[src/rtl/ifu_fetch_pkg.sv]
// Fetch stage shared types: buffer entry layout, FSM states, fetch exception codes.
// Imported by the fetch FIFO and the fetch stage top.
package ifu_fetch_pkg;

  localparam logic [3:0] EXC_INSTR_MISALIGN  = 4'd0;
  localparam logic [3:0] EXC_INSTR_ACC_FAULT = 4'd1;

  typedef struct packed {
    logic [63:0] pc;
    logic [31:0] inst;
    logic        exc;
    logic [3:0]  exc_code;
  } fetch_entry_t;

  typedef enum logic [1:0] {
    RUN,
    DRAIN,
    FENCE,
    HALT
  } ifu_state_e;

endpackage

[src/rtl/ifu_fetch_fifo.sv]
// Fetch buffer: power-of-2 ring of fetch entries with synchronous flush.
// Head is read combinationally; flush overrides push and pop.
module ifu_fetch_fifo
  import ifu_fetch_pkg::*;
#(
  parameter int unsigned DEPTH = 4
) (
  input  logic                     clk,
  input  logic                     rst_n,
  input  logic                     push_i,
  input  fetch_entry_t             din_i,
  input  logic                     pop_i,
  input  logic                     flush_i,
  output logic [$clog2(DEPTH):0]   count_o,
  output fetch_entry_t             head_o
);

  localparam int unsigned AW = $clog2(DEPTH);
  localparam int unsigned CW = AW + 1;

  fetch_entry_t    mem_q [DEPTH];
  logic [AW-1:0]   wptr_q;
  logic [AW-1:0]   rptr_q;
  logic [CW-1:0]   cnt_q;
  logic            do_push;
  logic            do_pop;

  assign do_push = push_i & ~flush_i;
  assign do_pop  = pop_i & ~flush_i & (cnt_q != '0);

  always_ff @(posedge clk or negedge rst_n) begin
    if (!rst_n) begin
      wptr_q <= '0;
      rptr_q <= '0;
      cnt_q  <= '0;
    end else if (flush_i) begin
      wptr_q <= '0;
      rptr_q <= '0;
      cnt_q  <= '0;
    end else begin
      if (do_push) wptr_q <= wptr_q + AW'(1);
      if (do_pop)  rptr_q <= rptr_q + AW'(1);
      cnt_q <= cnt_q + CW'(do_push) - CW'(do_pop);
    end
  end

  always_ff @(posedge clk) begin
    if (do_push) mem_q[wptr_q] <= din_i;
  end

  assign count_o = cnt_q;
  assign head_o  = mem_q[rptr_q];

  a_no_overflow: assert property (
    @(posedge clk) disable iff (!rst_n)
    !(do_push && cnt_q == CW'(DEPTH))
  );

endmodule

[src/rtl/ifu_fetch.sv]
// Instruction fetch stage: drives inst_bus, buffers fetched words, handles
// redirects, fence_i sequencing and fetch-side exceptions.
module ifu_fetch
  import ifu_fetch_pkg::*;
#(
  parameter logic [63:0] RESET_PC   = 64'h8000_0000,
  parameter int unsigned FIFO_DEPTH = 4
) (
  input  logic        clk,
  input  logic        rst_n,
  input  logic        redirect_en,
  input  logic [63:0] redirect_pc,
  input  logic        fence_i_req,
  output logic [63:0] ibus_addr,
  output logic        ibus_en,
  output logic        ibus_ready,
  output logic        ibus_fence_i,
  input  logic [31:0] ibus_rdata,
  input  logic        ibus_valid,
  input  logic        ibus_acc_err,
  output logic        out_valid,
  input  logic        out_ready,
  output logic [63:0] out_pc,
  output logic [31:0] out_inst,
  output logic        out_exc,
  output logic [3:0]  out_exc_code
);

  localparam int unsigned CW  = $clog2(FIFO_DEPTH) + 1;
  localparam int unsigned CW1 = CW + 1;

  ifu_state_e   state_q, state_d;
  logic [63:0]  addr_q, addr_d;
  logic [63:0]  tgt_q, tgt_d;
  logic         en_q, en_d;
  logic         fpend_q, fpend_d;
  logic         mis_q, mis_d;

  logic         hs;
  logic         push;
  logic         pop;
  logic         flush;
  logic         room;
  logic         redir_mis;
  fetch_entry_t push_ent;
  fetch_entry_t head;
  logic [CW-1:0] count;

  assign hs        = en_q & ibus_valid;
  assign pop       = (count != '0) & out_ready;
  assign redir_mis = redirect_pc[1:0] != 2'b00;
  // free slot after this edge, assuming any handshake this cycle is pushed
  assign room = (CW1'(count) + CW1'(hs)) < (CW1'(FIFO_DEPTH) + CW1'(pop));

  always_comb begin
    state_d  = state_q;
    addr_d   = addr_q;
    tgt_d    = tgt_q;
    en_d     = en_q;
    fpend_d  = fpend_q;
    mis_d    = mis_q;
    push     = 1'b0;
    flush    = 1'b0;
    push_ent = '{
      pc:       addr_q,
      inst:     ibus_acc_err ? 32'h0 : ibus_rdata,
      exc:      ibus_acc_err,
      exc_code: ibus_acc_err ? EXC_INSTR_ACC_FAULT : 4'h0
    };
    if (redirect_en) begin
      flush   = 1'b1;
      tgt_d   = redirect_pc;
      fpend_d = fence_i_req;
      mis_d   = redir_mis;
      if (en_q && !hs) begin
        state_d = DRAIN;
      end else begin
        addr_d = redirect_pc;
        en_d   = 1'b0;
        if (fence_i_req) begin
          state_d = FENCE;
        end else if (redir_mis) begin
          state_d = HALT;
        end else begin
          state_d = RUN;
          en_d    = 1'b1;
        end
      end
    end else begin
      unique case (state_q)
        RUN: begin
          if (hs) begin
            push = 1'b1;
            if (ibus_acc_err) begin
              en_d    = 1'b0;
              state_d = HALT;
            end else begin
              addr_d = addr_q + 64'd4;
              en_d   = room;
            end
          end else if (!en_q) begin
            en_d = room;
          end
        end
        DRAIN: begin
          if (hs) begin
            addr_d = tgt_q;
            en_d   = 1'b0;
            if (fpend_q) begin
              state_d = FENCE;
            end else if (mis_q) begin
              state_d = HALT;
            end else begin
              state_d = RUN;
              en_d    = 1'b1;
            end
          end
        end
        FENCE: begin
          fpend_d = 1'b0;
          addr_d  = tgt_q;
          en_d    = 1'b0;
          if (mis_q) begin
            state_d = HALT;
          end else begin
            state_d = RUN;
            en_d    = 1'b1;
          end
        end
        HALT: begin
          en_d = 1'b0;
          if (mis_q) begin
            push     = 1'b1;
            mis_d    = 1'b0;
            push_ent = '{
              pc:       tgt_q,
              inst:     32'h0,
              exc:      1'b1,
              exc_code: EXC_INSTR_MISALIGN
            };
          end
        end
        default: ;
      endcase
    end
  end

  always_ff @(posedge clk or negedge rst_n) begin
    if (!rst_n) begin
      state_q <= RUN;
      addr_q  <= RESET_PC;
      tgt_q   <= RESET_PC;
      en_q    <= 1'b0;
      fpend_q <= 1'b0;
      mis_q   <= 1'b0;
    end else begin
      state_q <= state_d;
      addr_q  <= addr_d;
      tgt_q   <= tgt_d;
      en_q    <= en_d;
      fpend_q <= fpend_d;
      mis_q   <= mis_d;
    end
  end

  ifu_fetch_fifo #(
    .DEPTH (FIFO_DEPTH)
  ) u_fifo (
    .clk     (clk),
    .rst_n   (rst_n),
    .push_i  (push),
    .din_i   (push_ent),
    .pop_i   (pop),
    .flush_i (flush),
    .count_o (count),
    .head_o  (head)
  );

  assign ibus_addr    = addr_q;
  assign ibus_en      = en_q;
  assign ibus_ready   = en_q;
  assign ibus_fence_i = state_q == FENCE;

  assign out_valid    = count != '0;
  assign out_pc       = head.pc;
  assign out_inst     = head.inst;
  assign out_exc      = head.exc;
  assign out_exc_code = head.exc_code;

endmodule

[config.mk]
export PLATFORM = sky130hd
export DESIGN_NAME = ifu_fetch
export DESIGN_NICKNAME = d
export VERILOG_FILES = /design/src/rtl/ifu_fetch_pkg.sv /design/src/rtl/ifu_fetch_fifo.sv /design/src/rtl/ifu_fetch.sv
export SDC_FILE = /design/constraint.sdc
export NUM_CORES = 1
export LEC_CHECK = 0
export BUFFER_PORTS_ARGS = -buffer_cell sky130_fd_sc_hd__buf_2
export CORE_MARGIN = 4
export CORE_UTILIZATION = 25
export DETAILED_ROUTE_END_ITERATION = 8
export PLACE_DENSITY_LB_ADDON = 0.1
export SETUP_SLACK_MARGIN = 0.05
export SYNTH_ARGS = -nofsm -noshare
export SYNTH_HDL_FRONTEND = slang
export SYNTH_HIERARCHICAL = 1
export SYNTH_SLANG_ARGS = --single-unit
[constraint.sdc]
create_clock -name clk -period 14.99 [get_ports clk]
set_clock_uncertainty 0.15 [all_clocks]
set_input_delay 4.497 -clock clk [delete_from_list [all_inputs] [get_ports clk]]
set_output_delay 4.497 -clock clk [all_outputs]
set_load 0.02 [all_outputs]
# Word level (Yosys, flattened, before mapping)
# Memory sizes are Yosys's and may differ from the RTL's.
# Cells that the tools add are included.
# op_classes
add_sub_neg	7
n_mul	0
div	0
magnitude_cmp	1
n_eq_ne	8
shifts	0
mux	48
bitwise	6
n_reduce_logical	13
# op_table
cell	n
$mux 64	5
$mux 101	3
$pmux 64 s3	1
$add 64x3->64 const B	1
$mux 32	1
$mux 2	13
$mux 1	21
$ne 3x3->1 const B	4
$reduce_bool 2->1	5
$pmux 2 s3	1
$and 1x1->1	5
$reduce_and 5->1	1
$add 2x1->2 const B	2
$add 3x1->4	1
$add 3x1->4 const A	1
$eq 2x2->1 const B	2
$lt 4x4->1	1
$pmux 1 s4	1
$reduce_and 4->1	1
$reduce_bool 4->1	1
$add 3x1->3	1
$mux 3	1
$reduce_bool 3->1	1
$sub 3x1->3	1
other kinds (8)	8
# totals
regBits	140
latch_bits	0
mem_bits_rw	404
mem_bits_ro	0
out_inout_bits	169
mem_count	1
# mem_list
memory	depth	width	read_ports	rd_ports_with_merged_regs	write_ports	line_no	source
u_fifo.mem_q	4	101	1	0	1	ifu_fetch_fifo.sv:21	fetch_entry_t mem_q [DEPTH];

# Depth between registers and ports, before layout
# logic_depth
depth_word	8
ltp_mapped	15

# Cells and area by module
# Netlist, hierarchy kept.
# by_module_without_submodules
module	n_inst	cells_per_inst	area_per_inst_um2	seq_area_each_um2
ifu_fetch_fifo	1	570	15088.2	12306.8
ifu_fetch	1	966	8623.3	3330.7

# Worst setup path before layout
# OpenSTA, ideal clock, no wires.
# synth_timing
kind	input -> register
start	input port redirect_en
end	memory u_fifo/mem_q[0][0] (netlist bit) (enable)
setup_time_ns	0.471
t_arrival_ns	8.236
required_ns	14.369
slack_ns	6.133
path_stages	7
n_path_buf	2
path_cell_list	inv_1 -> clkbuf_1 -> clkbuf_1 -> nand3_1 -> a21oi_1 -> nor2b_1 -> and2_1
# synth_via
elab_cells_between_ends	6
# synth_lines
item	line_no	source
start: declaration	ifu_fetch.sv:11	input logic redirect_en,
$mux 1	ifu_fetch.sv:70	if (redirect_en) begin
via push	ifu_fetch.sv:40	logic push;
$and 1x1->1	ifu_fetch_fifo.sv:28	assign do_push = push_i & ~flush_i;
$mux 1	ifu_fetch_fifo.sv:48	if (do_push) mem_q[wptr_q] <= din_i;
$mux 1 (implied by the code)	ifu_fetch_fifo.sv:48	
end: declaration	ifu_fetch_fifo.sv:21	
# The timed path passes the listed nets, and every way through them passes these cells.

# Worst setup path in the final report
# layout_timing
start	register u_fifo.rptr_q[0]
end	output port out_pc[43]
# layout_via
elab_chain_len	1
# layout_rtl
item	line_no	source
start: declaration	ifu_fetch_fifo.sv:23	logic [AW-1:0] rptr_q;
start signal: assignment	ifu_fetch_fifo.sv:42	if (do_pop) rptr_q <= rptr_q + AW'(1);
$mem_v2 4x101	--	
end: declaration	ifu_fetch.sv:23	output logic [63:0] out_pc,
# No other way between the ends.

==> impl_metrics.ini <==
[cells_and_area]
synthToLayoutAreaGrowth_pct = 20.7
nets = 1932
finish.cell_count_without_fillers = 3119
final_standard_cell_area_without_fillers_sq_mm = 0.0286
postLayoutCoreUtil = 0.305
final_layout_size_suffix_gt1_frac = 0.338
fillCellCount = 9416

[status]
run_status = complete, no violations

[grt]
grt_pass1_vias = 15400
grt_remaining_overflow = 0
overall_global_routing_resource_usage = 0.151
antenna_found_initial = 4
wire_length_of_the_first_global_routing_pass_mm = 111
maximum_number_of_pins_on_one_net_before_global_route_repair = 63

[sta]
setup_repair_after_global_routing_missed_its_margin = no
worst_slew_pin_slew_ns = 1.14
highest_clock_rate_ghz = 0.116
finalSetupViolCount = 0
slew_viol_final = 0
period_share = 0.575
finalHoldViolations = 0
max_slew_margin = 0.238
setup_total_negative_slack_ns = 0
finalCriticalPeriod_ns = 8.62

[worst_setup_path]
critical_path_buf_inv_count = 3
timing.critical_path.cells = buf_4 > buf_4 > mux4_2 > buf_2
worstReg2RegStart = state_q[0]$_DFFE_PN0P_
cp_data_arrival_time_ns = 3.98
critPathMaxFanout = 46
worst_setup_path_startpoint = u_fifo/rptr_q[0]$_DFFE_PN0P_
cp_data_required_time_ns = 10.34
crit_path_frequent_cell = sky130_fd_sc_hd__buf_4
critPathLaunchType = flip-flop
end_kind = output pin
path_delay_family = buffers and inverters
worst_path_largest_cell_delay_ns = 0.96
worstSetupPathType = flip-flop to output pin
cpMaxStageDelayCell = sky130_fd_sc_hd__buf_4

[drt]
detailedRoute.firstIterationViolations = 941
routedWlPerCell_microns = 24.5
postRouteWirelength_mm = 76.5
dr_vias = 14700
route.antenna.remaining_nets = 0
drt-vias-per-instance = 4.73
post-route-drc-count = 0
drt_pass1_iterations = 5

[pwr]
leakage_power_total_nw = 10.2
pwr_density_cell_mw_per_mm2 = 176
peakVddDrop_uv = 105

[synthesis]
post-synth-top-area-cell = sky130_fd_sc_hd__edfxtp_1
post-synth-top-area-fraction = 0.512
mapped_cell_area_sq_mm = 0.0237
synthesis.instances = 1536
syn_area_per_cell_sq_um = 15.4
yosys_warnings = 6
postSynth.topFlopCell = sky130_fd_sc_hd__edfxtp_1
synth.area.top_cells = sky130_fd_sc_hd__edfxtp_1, sky130_fd_sc_hd__dfrtp_1, sky130_fd_sc_hd__mux4_2
synth-seq-cells = 544
synth-async-reset-ratio = 0.257
synth_most_common_cell = sky130_fd_sc_hd__edfxtp_1
ys_types = 78
ys_seq_area_frac = 0.659
synth_commonest_cells = sky130_fd_sc_hd__edfxtp_1, sky130_fd_sc_hd__dfrtp_1, sky130_fd_sc_hd__o21ai_0, sky130_fd_sc_hd__mux4_2, sky130_fd_sc_hd__mux2_2
synth_edf_count = 404

[place]
gpl.final_weighted_congestion = 0.753
detailedPlacementHpwl_mm = 49.7
placed_cells_incl_taps = 2999
number_of_port_buffers = 271
postPlaceCellArea_sq_mm = 0.0264

[clock_tree]
tritoncts = done
cts-hold-fix-buffers = 0
cts.repair_timing.setup_buffer_count = 0
clock_sink_count = 544
clock_tree.buffer_depth = 3
cts_h_tree_depth = 3
cts-buffers-inserted = 68
clk_transition_reported_paths_ns = 0.06
cts.repair.resized = 0
cts-root-buf = sky130_fd_sc_hd__clkbuf_16
clock_insertion_delay_worst_skew_ns = 0.59

[die]
die_x_microns = 316
design.core.area_sq_mm = 0.0937
fp.dieArea_sq_mm = 0.0998
rows = 112
floorplan.initialDensity = 0.253
dieHeight_microns = 316
floorplan.io_pins = 272

[run]
max_cap_violations = 0

[min_path]
min_path_type = flip-flop to flip-flop
min_from = tgt_q[22]$_DFFE_PN0P_
==> registers in the layout (all words and copies together), names as in the netlist <==
signal          cells
tgt_q              64
ibus_addr          64
u_fifo/count_o      3
mis_q               1
u_fifo/mem_q      404
ibus_en             1
u_fifo/rptr_q       2
fpend_q             1
u_fifo/wptr_q       2
state_q             2
==> per-layer routing <==
| layer | up-vias | part of all wire | track usage |
|---|---|---|---|
| met5 | - | 0 | 0 |
| met4 | 0 | 0.017 | 0.0370 |
| met1 | 7717 | 0.46 | 0.209 |
| met2 | 380 | 0.48 | 0.248 |
| met3 | 88 | 0.047 | 0.0278 |
| li1 | 6556 | - | - |
==> where the power goes <==
part	internal (mW)	switching, mW
logic	0.423	0.891
registers	1.88	0.219
clock network	1.00	0.630
==> cells in the final DEF, fill, tap and decap left out, drive strengths merged, types with 20 or more instances in the layout <==
cell type | netlist | final
inv | 40 | 40
clkinv | 1 | 21
mux2 | 96 | 96
buf | 42 | 296
clkbuf | 56 | 86
nand3 | 35 | 35
mux4 | 101 | 101
a21oi | 58 | 58
o21ai | 112 | 112
edfxtp | 404 | 404
nand2 | 94 | 94
and2 | 42 | 42
nor2 | 63 | 63
dfrtp | 138 | 138
and3 | 20 | 20
==> worst reg2reg max path, stage by stage, from the launching register on <==
cell and delay [ns]:
sky130_fd_sc_hd__dfrtp_1 0.39, sky130_fd_sc_hd__ha_1 0.29, sky130_fd_sc_hd__nand3_4 0.50, sky130_fd_sc_hd__a21oi_1 0.49, sky130_fd_sc_hd__nor2b_1 0.34, sky130_fd_sc_hd__and2_4 0.97
sky130_fd_sc_hd__buf_4 0.71
==> cell type report <==
class	instances	area [sq um]	area share
Timing Repair Buffer	296	1560	0.0544
Sequential cell	544	15600	0.547
Tap cell	1254	1570	0.0548
Clock buffer	86	1830	0.0640
Clock inverter	32	375	0.0131
Inverter	41	154	0.00538
Antenna cell	2	5.00	0.000175
Multi-Input combinational cell	864	7480	0.261
==> final timing paths <==
path | endpoint | slack [ns] | cells after the start
hold / removal | ibus_addr[22]$_DFFE_PN0P_ | 0.36 | 2
hold reg to reg | ibus_addr[22]$_DFFE_PN0P_ | 0.36 | 2
setup / recovery | out_pc[43] | 6.37 | 4
min in group asynchronous | tgt_q[21]$_DFFE_PN0P_ | 3.70 | 1
max in group asynchronous | ibus_addr[52]$_DFFE_PN0P_ | 9.77 | 2
setup reg to reg | u_fifo/mem_q[3][68]$_DFFE_PP_ | 10.73 | 6
==> stage by stage <==
stage	power (mW)	hold slack [ns]	worst slack [ns]
after detailed placement	3.46	0.358	5.93
after floorplan	2.87	0.323	6.13
after CTS	5.13	0.369	6.09
after global placement	3.45	0.343	5.93
after global routing	5.32	0.394	5.93
final	5.04	0.364	6.37
==> logic make-up after synthesis <==
logic type	Yosys count	share of synthesized area
DFF	544	0.659
and+or+nand+nor	324	0.0738
AOI/OAI and AO/OA	285	0.0754
muxes	206	0.145
buffers and inverters	139	0.0291
xor gates and xnor gates	23	0.00908
adders and majority gates	14	0.00770
other	1	0.000158
No activity file was read; power rests on OpenSTA's default activity.
